--- src/rtl/inst_fetch_unit_if.sv ---
// Instruction memory fetch bus: address out, word back the same cycle.
// master = fetch unit, slave = memory (imem_addr, imem_inst).
interface inst_fetch_unit_if;
  logic [31:0] imem_addr;
  logic [31:0] imem_inst;

  modport master (
    output imem_addr,
    input  imem_inst
  );

  modport slave (
    input  imem_addr,
    output imem_inst
  );
endinterface

--- src/rtl/inst_fetch_unit.sv ---
// Fetch stage: owns the PC, drives imem, fills IF/ID; stall/flush/redirect.
// Ports: clk, reset (async low), imem bus, control in, IF/ID + epc out.
// Define INST_FETCH_EXC_EN to enable irq redirect to EXC_VECTOR and epc.
module inst_fetch_unit #(
  parameter logic [31:0] RESET_PC   = 32'h0000_0000,
  parameter logic [31:0] EXC_VECTOR = 32'h8000_0004,
  parameter logic [31:0] NOP_INST   = 32'h0000_0000
) (
  input  logic                      clk,
  input  logic                      reset,
  inst_fetch_unit_if.master         imem,
  input  logic                      stall,
  input  logic                      flush,
  input  logic                      jump,
  input  logic [31:0]               jump_target,
  input  logic                      branch_taken,
  input  logic [31:0]               branch_target,
  input  logic                      irq,
  output logic [31:0]               if_inst,
  output logic [31:0]               if_pc,
  output logic [31:0]               if_pc_plus4,
  output logic                      if_valid,
  output logic [31:0]               epc
);

  logic [31:0] pc_q, pc_d;
  logic [31:0] inst_q, inst_d;
  logic [31:0] ifpc_q, ifpc_d;
  logic [31:0] ifp4_q, ifp4_d;
  logic        valid_q, valid_d;

  logic [31:0] pc_plus4;
  logic [31:0] tgt;
  logic        irq_hit;
  logic        redir;

  assign pc_plus4 = pc_q + 32'd4;

`ifdef INST_FETCH_EXC_EN
  assign irq_hit = irq;
`else
  assign irq_hit = 1'b0;
`endif

  assign redir = irq_hit | jump | branch_taken;

  always_comb begin
    tgt = branch_target;
    if (irq_hit) begin
`ifdef INST_FETCH_EXC_EN
      tgt = EXC_VECTOR;
`endif
    end else if (jump) begin
      tgt = jump_target;
    end
  end

  always_comb begin
    pc_d    = pc_q;
    inst_d  = inst_q;
    ifpc_d  = ifpc_q;
    ifp4_d  = ifp4_q;
    valid_d = valid_q;
    if (redir) begin
      pc_d    = {tgt[31:2], 2'b00};
      inst_d  = NOP_INST;
      valid_d = 1'b0;
    end else if (stall) begin
      pc_d    = pc_q;
    end else if (flush) begin
      pc_d    = pc_plus4;
      inst_d  = NOP_INST;
      valid_d = 1'b0;
    end else begin
      pc_d    = pc_plus4;
      inst_d  = imem.imem_inst;
      ifpc_d  = pc_q;
      ifp4_d  = pc_plus4;
      valid_d = 1'b1;
    end
  end

  always_ff @(posedge clk or negedge reset) begin
    if (!reset) begin
      pc_q    <= RESET_PC;
      inst_q  <= NOP_INST;
      ifpc_q  <= 32'h0;
      ifp4_q  <= 32'h0;
      valid_q <= 1'b0;
    end else begin
      pc_q    <= pc_d;
      inst_q  <= inst_d;
      ifpc_q  <= ifpc_d;
      ifp4_q  <= ifp4_d;
      valid_q <= valid_d;
    end
  end

`ifdef INST_FETCH_EXC_EN
  logic [31:0] epc_q, epc_d;

  // Oldest undecoded instruction: the one in IF/ID, else the one being fetched.
  always_comb begin
    epc_d = epc_q;
    if (irq_hit) begin
      epc_d = valid_q ? ifpc_q : pc_q;
    end
  end

  always_ff @(posedge clk or negedge reset) begin
    if (!reset) begin
      epc_q <= 32'h0;
    end else begin
      epc_q <= epc_d;
    end
  end

  assign epc = epc_q;

  logic unused_ok;
  assign unused_ok = ^{jump_target[1:0], branch_target[1:0]};
`else
  assign epc = 32'h0;

  logic unused_ok;
  assign unused_ok = ^{irq, EXC_VECTOR,
                       jump_target[1:0], branch_target[1:0]};
`endif

  assign imem.imem_addr = pc_q;
  assign if_inst        = inst_q;
  assign if_pc          = ifpc_q;
  assign if_pc_plus4    = ifp4_q;
  assign if_valid       = valid_q;

endmodule

--- src/flat_wrapper.sv ---
// flat-port wrapper written by rule: the top's interface ports become plain ports
module inst_fetch_unit_flat 
#(
  parameter logic [31:0] RESET_PC   = 32'h0000_0000,
  parameter logic [31:0] EXC_VECTOR = 32'h8000_0004,
  parameter logic [31:0] NOP_INST   = 32'h0000_0000
)
  (clk, reset, stall, flush, jump, jump_target, branch_taken, branch_target, irq, if_inst, if_pc, if_pc_plus4, if_valid, epc, imem_imem_addr, imem_imem_inst);
  inst_fetch_unit_if imem_i ();
  input  logic clk;
  input  logic reset;
  input  logic stall;
  input  logic flush;
  input  logic jump;
  input  logic [31:0] jump_target;
  input  logic branch_taken;
  input  logic [31:0] branch_target;
  input  logic irq;
  output logic [31:0] if_inst;
  output logic [31:0] if_pc;
  output logic [31:0] if_pc_plus4;
  output logic if_valid;
  output logic [31:0] epc;
  output wire logic [$bits(imem_i.imem_addr)-1:0] imem_imem_addr;
  input wire logic [$bits(imem_i.imem_inst)-1:0] imem_imem_inst;
  assign imem_imem_addr = imem_i.imem_addr;
  assign imem_i.imem_inst = imem_imem_inst;
  inst_fetch_unit #(.RESET_PC(RESET_PC), .EXC_VECTOR(EXC_VECTOR), .NOP_INST(NOP_INST)) u_core (.clk(clk), .reset(reset), .imem(imem_i), .stall(stall), .flush(flush), .jump(jump), .jump_target(jump_target), .branch_taken(branch_taken), .branch_target(branch_target), .irq(irq), .if_inst(if_inst), .if_pc(if_pc), .if_pc_plus4(if_pc_plus4), .if_valid(if_valid), .epc(epc));
endmodule
--- config.mk ---
export PLATFORM = sky130hd
export DESIGN_NAME = inst_fetch_unit_flat
export DESIGN_NICKNAME = d
export VERILOG_FILES = /design/src/rtl/inst_fetch_unit_if.sv /design/src/rtl/inst_fetch_unit.sv /design/src/flat_wrapper.sv
export SDC_FILE = /design/constraint.sdc
export NUM_CORES = 1
export LEC_CHECK = 0
export ABC_AREA = 1
export BUFFER_PORTS_ARGS = -buffer_cell sky130_fd_sc_hd__buf_2
export CORE_MARGIN = 5
export CORE_UTILIZATION = 51
export CTS_BUF_LIST = sky130_fd_sc_hd__clkbuf_8 sky130_fd_sc_hd__clkbuf_16
export DETAILED_ROUTE_END_ITERATION = 7
export GPL_TIMING_DRIVEN = 0
export PLACE_DENSITY = 0.85
export SYNTH_ARGS = -nofsm -noshare
export SYNTH_HDL_FRONTEND = slang
export SYNTH_SLANG_ARGS = --single-unit
--- constraint.sdc ---
create_clock -name clk -period 2.9 [get_ports clk]
set_clock_uncertainty 0.15 [all_clocks]
set_input_delay 0.29 -clock clk [delete_from_list [all_inputs] [get_ports clk]]
set_output_delay 0.29 -clock clk [all_outputs]
set_load 0.02 [all_outputs]
Word level (Yosys, flattened, before mapping)
Cells that the tools add are included.
{"block": "word_totals", "wordCells": 21, "inputBits": 103, "register_bits": 129, "out_inout_bits": 161}
{"block": "op_classes", "n_addsub": 1, "n_eq_ne": 1, "mux": 9, "n_bitwise": 4, "reduce_logical": 1}
{"op": "$mux W32", "n": 6}
{"op": "$add A32 B3 Y32 const B", "n": 1}
{"op": "$mux W1", "n": 3}
{"op": "$not A1 Y1", "n": 3}
{"op": "$reduce_and A3 Y1", "n": 1}
{"op": "$ne A2 B1 Y1 const B", "n": 1}
{"op": "$or A1 B1 Y1", "n": 1}

Logic depth before layout (Yosys ltp)
{"block": "depth", "ltp_word": 3, "ltp_mapped": 10, "mapped_depth_nobuf": 10}

Worst setup path before layout
OpenSTA, ideal clock, no wires.
{"block": "synth_path", "path_kind": "register to register", "start": "register u_core.pc_q[3], in the netlist u_core.imem.imem_addr[3]", "end": "register u_core.pc_q[22], in the netlist u_core.imem.imem_addr[22]", "path_buffers": 0, "path_stages_with_launch": 11, "slack_ps": 1120, "arrival_ps": 1501, "required_time_ps": 2621, "cell_sequence": "dfrtp_1 -> ha_1 -> nand2_1 -> nor2_2 -> nand2_4 -> nor2_4 -> nand2_1 -> nand2_1 -> nand2_1 -> nand2_1 -> a21oi_1"}
{"block": "synth_via", "elab_chain_cells": 3}
{"item": "start, declared", "line": "inst_fetch_unit.sv:26", "source": "logic [31:0] pc_q, pc_d;"}
{"item": "start signal, assigned", "line": "inst_fetch_unit.sv:91", "source": "pc_q <= pc_d;"}
{"item": "$add A32 B3 Y32", "line": "inst_fetch_unit.sv:37", "source": "assign pc_plus4 = pc_q + 32'd4;"}
{"item": "$mux W32", "line": "inst_fetch_unit.sv:68", "source": "end else if (stall) begin"}
{"item": "$mux W32", "line": "inst_fetch_unit.sv:64", "source": "if (redir) begin"}
No other way between the ends. The select of a mux whose other input is x is not followed.
A chain may end at the register's enable or synchronous reset.

Worst setup path after layout
{"block": "layout_path", "start": "register u_core.pc_q[3], in the netlist u_core.imem.imem_addr[3]", "end": "register u_core.pc_q[18], in the netlist u_core.imem.imem_addr[18]"}
Same word-level chain as after synthesis.

==> flow_summary.yaml <==
run_status:
  status: "finished clean"
yosys:
  synth_top_family_by_area: "simple AND/OR/NAND/NOR gates"
  syn_inst: 687
  netlist-cell-type-count: 29
  ys.flop_type: "dfrtp_1"
  synth_edf_count: 0
  synth_seq_cells: 123
  synthAdderAreaFrac: 0.00209
  synth_compound_area_frac: 0.149
  syn_area_per_cell_um2: 8.73
  yosysSeqAreaShare: 0.513
  synth-simple-area-share: 0.216
  synth-xor-area-share: 0.0202
  syn-cell-area_um2: 5990
  synth_mux_area_frac: 0
  ys_async_sr_fraction: 1.00
  ys_warn_count: 0
drt:
  routedWlPerCell_um: 18.5
  post-route-drc-count: 0
  drt_first_pass_iters: 5
  ant_nets: 0
  vias_per_cell: 5.33
  drtIter0Drc: 606
  wirelength_um: 21300
  num_vias: 6141
timing:
  relSlewSlack: 0.553
  setup_tns_ns: 0
  setup_viol: 0
  period_minus_slack_ns: 2.04
  worst_pin_slew_ns: 0.671
  fin_crit_sh: 0.704
  hold_viol: 0
  fmax_mhz: 490
  grt_setup_unrepaired: "false"
  final-max-slew-violation-count: 0
flow_run:
  drv_cap: 0
global_route:
  antenna_found_initial: 1
  grt_pass1_vias: 6205
  grt_max_degree: 67
  gr-total-overflow: 0
  grt_pass1_wl_um: 33200
  grtUsageTotal: 0.299
setup_path:
  end_kind: "register"
  crit_family: "simple AND/OR/NAND/NOR gates"
  slowest_stage: "dfrtp_1"
  worstSetupStartpointType: "register"
  crit_buf_inv: 0
  slowest_delay_ns: 0.47
  arrival_ns: 2.22
  crit_top_cell: "nand2_1"
  required_ns: 3.08
  critPathKind: "reg -> reg"
  crit_fanout: 6
  cp_cell_sequence: "ha_1 -> nand2_1 -> nor2_2 -> nand2_4 -> nor2_4 -> xor2_2 -> nand2_1 -> a21oi_1"
cts:
  cts.sink_count: 123
  cts_tree: "built"
  cts_resized: 0
  hold_buffers: 33
  ctsLongestPathBuffers: 2
  postCtsSetupRepairBufs: 0
  numCtsBuffers: 17
  root_buffer: "clkbuf_16"
  insertion_delay_ns: 0.41
  clk_pin_slew_ns: 0.06
  htreeDepth: 4
power_and_ir_drop:
  power.density_nw_per_um2: 686
  leakagePower_nw: 4.55
  vdd_ir_drop_max_v: 0.000566
place:
  port_buffers: 219
  hpwlAfterDp_um: 14900
  place_congestion: 0.922
floorplan:
  ios: 264
  dieWidth_um: 118
  start_util: 0.523
  core_area_um2: 11500
  die_area_um2: 14000
  die_y_um: 118
  rows: 39
final_layout:
  post-route-util: 0.733
  final_nets: 1100
  area_delta_synth_final_pct: 40.3
  drive_above_1_share: 0.323
min_path:
  hp-class: "in -> reg"
[through the flow]
stage / area, um^2 / power, W / instances / worst slack (ns) / hold WS, ns
detailed placement: 7440 / 0.00344 / 1087 / 0.936 / 0.133
global route: 8410 / 0.00600 / 1153 / 0.754 / 0.0105
finish: 8410 / 0.00577 / 1153 / 0.858 / 0.0130
CTS: 8410 / 0.00577 / 1152 / 0.914 / 0.00279
floorplan: 6130 / 0.00291 / 724 / 1.12 / -0.156
global placement: 7410 / 0.00341 / 1086 / -0.127 / 0.300
[sequential cells by signal, indices dropped and copies added, names as in the netlist]
register               count
u_core.if_pc              30
u_core.imem.imem_addr     30
u_core.if_valid            1
u_core.if_pc_plus4        30
u_core.if_inst            32
[cell usage after synthesis (all sizes together) (2+ instances only)]
cell type	n	share of area
nor2	75	0.055
a22o	32	0.047
a221oi	21	0.031
inv	33	0.021
nand3	23	0.019
a22oi	10	0.013
a31oi	16	0.017
o21ai	24	0.020
dfrtp	123	0.51
a21oi	22	0.018
clkbuf	15	0.0094
xor2	12	0.019
and2	2	0.0021
a32oi	2	0.0029
nand2	214	0.14
buf	58	0.068
[path summary, 6_finish.rpt]
| kind | startpoint | endpoint | cells past startpoint | slack, ns |
|---|---|---|---|---|
| setup reg to reg | u_core.imem.imem_addr[3]$_DFFE_PN0N_ | u_core.imem.imem_addr[18]$_DFFE_PN0N_ | 8 | 0.86 |
| max in group asynchronous | reset | u_core.imem.imem_addr[4]$_DFFE_PN0N_ | 3 | 1.59 |
| min in group asynchronous | reset | u_core.if_inst[1]$_DFFE_PN0N_ | 2 | 0.28 |
| hold / removal | branch_target[5] | u_core.imem.imem_addr[5]$_DFFE_PN0N_ | 3 | 0.01 |
| setup / recovery | u_core.imem.imem_addr[3]$_DFFE_PN0N_ | u_core.imem.imem_addr[18]$_DFFE_PN0N_ | 8 | 0.86 |
| hold reg to reg | u_core.if_pc[13]$_DFFE_PN0P_ | u_core.if_pc[13]$_DFFE_PN0P_ | 2 | 0.32 |
[per-layer routing]
layer	track usage	wire length [um]	vias up
met5	0	0	-
li1	-	-	2831
met1	0.371	8020	2855
met2	0.481	10100	384
met3	0.0989	2400	71
met4	0.130	839	0
[worst register-to-register path, cell delays in order, from the launching register on]
cell	delay, ns
dfrtp_1	0.47
ha_1	0.27
nand2_1	0.09
nor2_2	0.19
nand2_4	0.13
nor2_4	0.24
xor2_2	0.23
nand2_1	0.07
a21oi_1	0.12
[cell type report]
class                      instances  area (um^2)
buffer                            73          467
inverter                          33          124
fill                             870         3060
clock buffer                      17          425
antenna                            1         2.50
tap                              143          179
clock inverter                    15          210
sequential                       123         3080
multi-input combinational        495         2460
timing repair buffer             253         1460
[power breakdown]
part           internal (W)  switching (W)  total (W)
clock               0.00145       0.000844    0.00230
combinational      0.000462       0.000858    0.00132
sequential          0.00196       0.000193    0.00215
[cells in the final DEF (no fill, tap or decap), types with 16 or more instances in the layout]
| master | count |
|---|---|
| a21oi_1 | 22 |
| a221oi_1 | 21 |
| a22o_1 | 32 |
| a31oi_1 | 16 |
| buf_2 | 231 |
| buf_4 | 43 |
| clkbuf_16 | 17 |
| conb_1 | 38 |
| dfrtp_1 | 123 |
| dlygate4sd3_1 | 33 |
| inv_1 | 31 |
| nand2_1 | 212 |
| nand3_1 | 23 |
| nor2_1 | 65 |
| o21ai_0 | 24 |
[cell families (layout without fill, tap and decap cells)]
logic type | after synthesis | count (layout)
compound gates | 128 | 128
xor+xnor | 13 | 13
simple gates | 315 | 315
other cells | 1 | 39
flops | 123 | 123
fa+ha+maj | 1 | 1
buf+inv | 106 | 391
(Power assumes the default switching activity.)
